### config.mk
export PLATFORM = sky130hd
export DESIGN_NAME = shift_arbiter
export DESIGN_NICKNAME = d
export VERILOG_FILES = /design/src/rtl/shift_arbiter_pkg.sv /design/src/rtl/barrel_shifter_8bit.sv /design/src/rtl/shift_arbiter.sv
export SDC_FILE = /design/constraint.sdc
export NUM_CORES = 1
export LEC_CHECK = 0
export ABC_AREA = 1
export CAP_MARGIN = 20
export CORE_ASPECT_RATIO = 2
export CORE_UTILIZATION = 40
export DETAILED_ROUTE_END_ITERATION = 10
export PLACE_DENSITY = 0.75
export REMOVE_ABC_BUFFERS = 1
export SYNTH_ARGS = -nofsm -noshare
export SYNTH_HDL_FRONTEND = slang
export SYNTH_SLANG_ARGS = --single-unit
### constraint.sdc
create_clock -name clk -period 3.3 [get_ports clk]
set_clock_uncertainty 0.15 [all_clocks]
set_input_delay 0.825 -clock clk [delete_from_list [all_inputs] [get_ports clk]]
set_output_delay 0.825 -clock clk [all_outputs]
set_load 0.01 [all_outputs]
### src/rtl/shift_arbiter_pkg.sv
// rtl/shift_arbiter_pkg.sv - shared encodings and types for the shift arbiter slice
package shift_arbiter_pkg;

  localparam logic DIR_RIGHT   = 1'b0;
  localparam logic DIR_LEFT    = 1'b1;
  localparam logic SHIFT_LOGIC = 1'b0;
  localparam logic SHIFT_ARITH = 1'b1;

  localparam int REQ_IDX_W = 1;
  typedef logic [REQ_IDX_W-1:0] req_idx_t;
  localparam req_idx_t REQ0 = 1'b0;
  localparam req_idx_t REQ1 = 1'b1;

  typedef enum logic {
    ST_IDLE = 1'b0,
    ST_HOLD = 1'b1
  } rsp_state_t;

  typedef struct packed {
    logic [7:0] data;
    logic [2:0] amount;
    logic       dir;
    logic       arith;
  } shift_op_t;

endpackage

### src/rtl/barrel_shifter_8bit.sv
// rtl/barrel_shifter_8bit.sv - combinational 8-bit shifter, logical/arithmetic right, logical left
module barrel_shifter_8bit
  import shift_arbiter_pkg::*;
(
  input  logic [7:0] data,
  input  logic [2:0] amount,
  input  logic       dir,
  input  logic       arith,
  output logic [7:0] result
);

  logic        fill;
  logic [15:0] ext;

  always_comb begin
    // Sign fill applies to right shifts only; left shifts always bring in zeros.
    fill = (dir == DIR_RIGHT) && (arith == SHIFT_ARITH) && data[7];
    ext  = {{8{fill}}, data} >> amount;
    if (dir == DIR_LEFT) begin
      result = data << amount;
    end else begin
      result = ext[7:0];
    end
  end

endmodule

### src/rtl/shift_arbiter.sv
// rtl/shift_arbiter.sv - two-requester arbiter sharing one barrel shifter, registered tagged response
module shift_arbiter
  import shift_arbiter_pkg::*;
#(
  parameter int RR_EN = 1,
  parameter int CNT_W = 16
) (
  input  logic             clk,
  input  logic             rst_n,
  input  logic             req0_valid,
  output logic             req0_ready,
  input  logic [7:0]       req0_data,
  input  logic [2:0]       req0_amount,
  input  logic             req0_dir,
  input  logic             req0_arith,
  input  logic             req1_valid,
  output logic             req1_ready,
  input  logic [7:0]       req1_data,
  input  logic [2:0]       req1_amount,
  input  logic             req1_dir,
  input  logic             req1_arith,
  output logic             rsp_valid,
  input  logic             rsp_ready,
  output logic [7:0]       rsp_data,
  output logic [0:0]       rsp_src,
  output logic [CNT_W-1:0] op_count
);

  localparam logic [CNT_W-1:0] CNT_MAX = '1;

  rsp_state_t state, state_nxt;
  req_idx_t   grant, last_grant;
  logic       can_accept, accept;
  shift_op_t  op_sel;
  logic [7:0] shift_result;

  // Round-robin hands contention to whoever did not win last; fixed mode favours requester 0.
  always_comb begin
    grant = REQ0;
    if (req0_valid && req1_valid) begin
      if (RR_EN != 0) begin
        grant = (last_grant == REQ0) ? REQ1 : REQ0;
      end else begin
        grant = REQ0;
      end
    end else if (req1_valid) begin
      grant = REQ1;
    end
  end

  always_comb begin
    if (grant == REQ1) begin
      op_sel = '{data: req1_data, amount: req1_amount, dir: req1_dir, arith: req1_arith};
    end else begin
      op_sel = '{data: req0_data, amount: req0_amount, dir: req0_dir, arith: req0_arith};
    end
  end

  barrel_shifter_8bit u_shifter (
    .data   (op_sel.data),
    .amount (op_sel.amount),
    .dir    (op_sel.dir),
    .arith  (op_sel.arith),
    .result (shift_result)
  );

  assign can_accept = (state == ST_IDLE) || rsp_ready;
  assign accept     = (req0_valid && req0_ready) || (req1_valid && req1_ready);

  always_ff @(posedge clk or negedge rst_n) begin
    if (!rst_n) begin
      state <= ST_IDLE;
    end else begin
      state <= state_nxt;
    end
  end

  always_comb begin
    state_nxt = state;
    case (state)
      ST_IDLE: if (accept) state_nxt = ST_HOLD;
      ST_HOLD: if (!accept && rsp_ready) state_nxt = ST_IDLE;
      default: state_nxt = ST_IDLE;
    endcase
  end

  always_comb begin
    rsp_valid  = (state == ST_HOLD);
    req0_ready = can_accept && (grant == REQ0);
    req1_ready = can_accept && (grant == REQ1);
  end

  // Response payload and priority pointer only move on an accept.
  always_ff @(posedge clk or negedge rst_n) begin
    if (!rst_n) begin
      rsp_data   <= 8'h00;
      rsp_src    <= REQ0;
      last_grant <= REQ1;
    end else if (accept) begin
      rsp_data   <= shift_result;
      rsp_src    <= grant;
      last_grant <= grant;
    end
  end

  always_ff @(posedge clk or negedge rst_n) begin
    if (!rst_n) begin
      op_count <= '0;
    end else if (rsp_valid && rsp_ready && (op_count != CNT_MAX)) begin
      op_count <= op_count + CNT_W'(1);
    end
  end

endmodule

# Word-level counts from Yosys, hierarchy flattened
# Cells that the tools add are included.
dict set report op_classes {
  add_sub_neg 1
  n_mul 0
  div_mod_pow 0
  order_cmp 0
  eq_ne 1
  n_shift 2
  muxes 8
  bitwise 3
  n_reduce_logical 13
}
# operator count
set op_table {}
lappend op_table {{16-bit by 1-bit adder with 16-bit output (second input constant)} 1}
lappend op_table {{16-bit != test (second input constant)} 1}
lappend op_table {{16-bit by 3-bit >> shifter with 8-bit output} 1}
lappend op_table {{13-bit two-way mux} 1}
lappend op_table {{1-bit logical AND} 10}
lappend op_table {{8-bit two-way mux} 1}
lappend op_table {{8-bit by 3-bit << shifter with 8-bit output} 1}
lappend op_table {{1-bit two-way mux} 5}
lappend op_table {{1-bit inverter} 3}
lappend op_table {{1-bit logical OR} 2}
lappend op_table {{1-bit case mux with 2 select lines} 1}
lappend op_table {{1-bit zero test} 1}
dict set report totals {
  register_bits 27
  latchBits 0
  ramBits 0
  mem_bits_ro 0
  word_cells 33
  memories 0
}

# Longest topological paths before layout
dict set report logic_depth {
  word_depth 10
  depth_mapped 13
}

# By module
# From an unflattened synthesis, not the netlist that was laid out.
dict set report unflattened {
  cells_unflattened 338
  area_unflattened_um2 2159.6
}
# module n_inst cells_each area_per_inst_um2 seq_area_each_um2
set by_module_without_submodules {}
lappend by_module_without_submodules {shift_arbiter 1 236 1645.3 676.9}
lappend by_module_without_submodules {barrel_shifter_8bit 1 102 514.2 0.0}

# Worst setup path before layout
# Ideal clock, no wire load.
dict set report synth_timing {
  path_kind {in2out}
  from {in req1_valid}
  to {out req1_ready}
  arrival_time_ns 1.336
  required_time_ns 2.325
  slack_ns 0.989
  path_stages 4
  path_buffers 2
  path_cell_list {buf_6 -> nand2_8 -> buf_8 -> nor2_1}
}
dict set report synth_via {
  elab_chain_len 3
  elab_cells_between_ends 4
  classes_between {mux (2); reduce/logical (2)}
}
# element line_no
set synth_lines {}
lappend synth_lines {{from (decl)} shift_arbiter.sv:16} ;# input logic req1_valid,
lappend synth_lines {{1-bit two-way mux / 1-bit logical AND (equally long branches)} {shift_arbiter.sv:46, shift_arbiter.sv:40}}
lappend synth_lines {{1-bit two-way mux (*)} shift_arbiter.sv:40} ;# if (req0_valid && req1_valid) begin
lappend synth_lines {{1-bit logical AND (*)} shift_arbiter.sv:90} ;# req1_ready = can_accept && (grant == REQ1);
lappend synth_lines {{to (decl)} shift_arbiter.sv:17} ;# output logic req1_ready,
# Mark *: on every way between the ends. The rest lies on a longest branch, timed or not.

# Final worst setup path
# Same ends and word-level chain as after synthesis.

==> qor.yml <==
status:
  status: "completed"
worst_setup_path:
  worst_setup_path_end_kind: "output port"
  cp_data_arrival_time_ps: 2160
  cp_max_fo: 3
  critical_path_class: "in -> out"
  crit_slowest_cell: "clkdlybuf4s50_1"
  reg2regPathDepth: 9
  r2r_end: "op_count[14]"
  required_ps: 2320
  crit_chain: "clkdlybuf4s50_1 > nand2_8 > nor2_1 > clkdlybuf4s50_1"
  crit_path_start_kind: "input port"
  cpMostUsedCell: "clkdlybuf4s50_1"
  regToRegSetupSlack_ps: 940
  crit_path_max_incr_delay_ps: 590
  r2r-start: "op_count[1]"
floorplanning:
  fp.dieW_um: 53.8
  num_io_pins: 59
  row_count: 37
  initial_utilization_pct: 41.8
  core_sq_um: 5140
  die_area_sq_um: 5690
  die_h_um: 106
cells_and_area:
  nets: 403
  drive_gt1_share_pct: 12.4
  syn2layout_area_growth_pct: 30.8
  antenna_cells: 0
  fin_area_sq_um: 2810
min_path:
  min_to: "rsp_src"
  hp-start: "rsp_src"
  worst_hold_path.num_cells: 2
  min_path_type: "reg -> reg"
clocking:
  clockRootBuffer: "clkbuf_8"
  post-cts-setup-buffer-count: 0
  numCtsBuffers: 3
  clock_latency_ps: 280
  ctsHoldBuffers: 0
  clock_path_buffers: 2
  htreeDepth: 1
  clkTransAtPathRegs_ps: 90
  cts.sinks: 27
  tritoncts: "done"
  cts_resized: 0
timing:
  slew_headroom_pct: 71.6
  setup_ws_ps: 167
  setup_viol: 0
  rsz0062_at_grt: "false"
  fin_crit_sh_pct: 94.9
  fin_crit_ps: 3130
  slew_viol_final: 0
  clock.fmax_mhz: 319
  tns_ps: 0
  tightest_slew_ps: 426
  finalHoldViolations: 0
  holdWs_ps: 346
detailed_routing:
  initialDrtViolationCount: 46
  drt_first_pass_iters: 6
  antenna_left: 0
  wl_met3_um: 147
  num_vias: 2184
  top_layer: "met4"
  route.detailed.drc: 0
  routed-wl-met2_um: 3250
  via_per_inst: 5.10
  met1_length_um: 1900
  drt_wl_total_um: 5490
  wl_per_cell_um: 12.8
logic_synthesis:
  ys_warn_count: 0
  ys_seq_elements: 27
  synth_top_cell_area_share_pct: 30.3
  netlist_top_cells_area: "dfrtp_1 30%, nand2_1 19%, nand3_1 9.1%"
  ys_seq_area_share_pct: 31.5
  syn_inst: 311
  synth_area_sq_um: 2150
  yosysTopAreaCell: "dfrtp_1"
  synthDistinctLibCells: 31
  avgSynthCellArea_sq_um: 6.91
power:
  p_leak_nw: 1.34
  switching_share_pct: 40.0
  intPower_w: 0.000797
  netSwitchingPower_w: 0.000531
  power_frac_seq_pct: 38.7
  vdd_drop_max_mv: 0.355
  powerDensity_nw_per_um2: 473
  p_comb_share_pct: 46.9
  power_w: 0.00133
  clkPwrFrac_pct: 14.4
placed_design:
  dp.final_hpwl_um: 4520
  placedInstanceArea_sq_um: 2760
  gp_congestion: 0.919
  pre_cts_ws_ps: 155
  io_buffer_count: 58
global_routing:
  grt_pass1_vias: 2158
  grt_pass1_wl_um: 9110
  grt_usage_pct: 21.4
  antenna_found_initial: 0
  grt-ovfl-total: 0
  grt_max_degree: 28
job:
  cap_violations: 0
critical path, delay by kind of cell:
kind / cells / cell delay (ps)
buffers and inverters: 2 / 1140
AND/OR/NAND/NOR: 2 / 190
flip-flops by register name, indices dropped and copies added, names as in the netlist:
register	cells
last_grant	1
op_count	16
rsp_data	8
rsp_src	1
rsp_valid	1
power groups by stage:
stage                     clock [W]  sequential [W]  combinational [W]
after global routing       0.000203        0.000525           0.000703
after CTS                  0.000193        0.000514           0.000626
final                      0.000192        0.000514           0.000622
after global placement            0        0.000516           0.000616
after detailed placement          0        0.000520           0.000624
after floorplan                   0        0.000532           0.000305
per-layer routing:
metal | GRT usage [%] | up-vias
met4 | 10.5 | 0
met3 | 1.30 | 15
met2 | 42.9 | 67
met5 | 0 | -
li1 | - | 1116
met1 | 19.0 | 986
worst max-delay path by stage:
stage               slack (ps)          to  startpoint  depth (start not counted)
floorplan                 1060  req1_ready  req0_valid                          3
global placement           180  req1_ready  req1_valid                          4
detailed placement         150  req1_ready  req1_valid                          4
CTS                        150  req1_ready  req1_valid                          4
global route               110  req1_ready  req0_valid                          5
finish                     170  req1_ready  req1_valid                          4
cells in the final DEF (no fill, tap or decap):
cell type          n
inv_1             23
dfstp_2            1
a21oi_1            5
clkdlybuf4s50_1   58
nor4_1             2
a21oi_2            6
nand4_1            4
o211ai_1           1
buf_4              7
nor2_1            26
o21ai_1            6
nor2_4             1
o21ai_2            8
nand3_4            1
xor2_1            12
nand3_2            3
nand3b_1           1
nor3_1             5
nand2_8            1
ha_1               1
o21ai_0            4
nand2_2            7
nand3_1           39
nand2_1          108
clkinv_2           1
clkbuf_8           3
inv_2              3
dfrtp_1           26
nand2_4            3
nor3_2             1
xnor2_1            3
synthesized netlist by cell type:
cell type	n
nand4_1	4
dfstp_2	1
nand2_8	1
o211ai_1	1
buf_4	2
o21ai_0	4
buf_6	4
inv_2	3
nand3_4	1
a21oi_2	6
o21ai_1	6
ha_1	1
xnor2_1	3
xor2_1	12
nor4_1	2
nand2_4	3
nand3b_1	1
inv_1	23
nor2_4	1
buf_8	1
buf_2	3
dfrtp_1	26
nand2_2	7
nand3_2	3
a21oi_1	5
nor2_1	26
nor3_1	5
nand2_1	108
o21ai_2	8
nor3_2	1
nand3_1	39
logic make-up after synthesis:
| logic type | count (synthesis) | synth area share, % |
|---|---|---|
| AO/OA/AOI/OAI | 30 | 9.55 |
| XOR/XNOR | 15 | 6.12 |
| adder cells (fa/ha/maj) | 1 | 0.582 |
| buffers and inverters | 36 | 8.74 |
| flip-flops | 27 | 31.5 |
| AND/OR/NAND/NOR | 202 | 43.5 |
layout make-up:
| type | instances | area (sq um) |
|---|---|---|
| timing repair buffer | 65 | 633 |
| sequential | 27 | 677 |
| tap | 58 | 72.6 |
| clock buffer | 3 | 41.3 |
| multi-input combinational | 248 | 1280 |
| clock inverter | 1 | 5.00 |
| fill | 498 | 2330 |
| inverter | 26 | 97.6 |
metrics by stage:
stage | util (%) | instances
finish | 54.7 | 428
global route | 54.7 | 428
CTS | 54.7 | 428
detailed placement | 53.8 | 424
global placement | 53.8 | 424
floorplan | - | 301
Power figures use the tool's default switching activity.
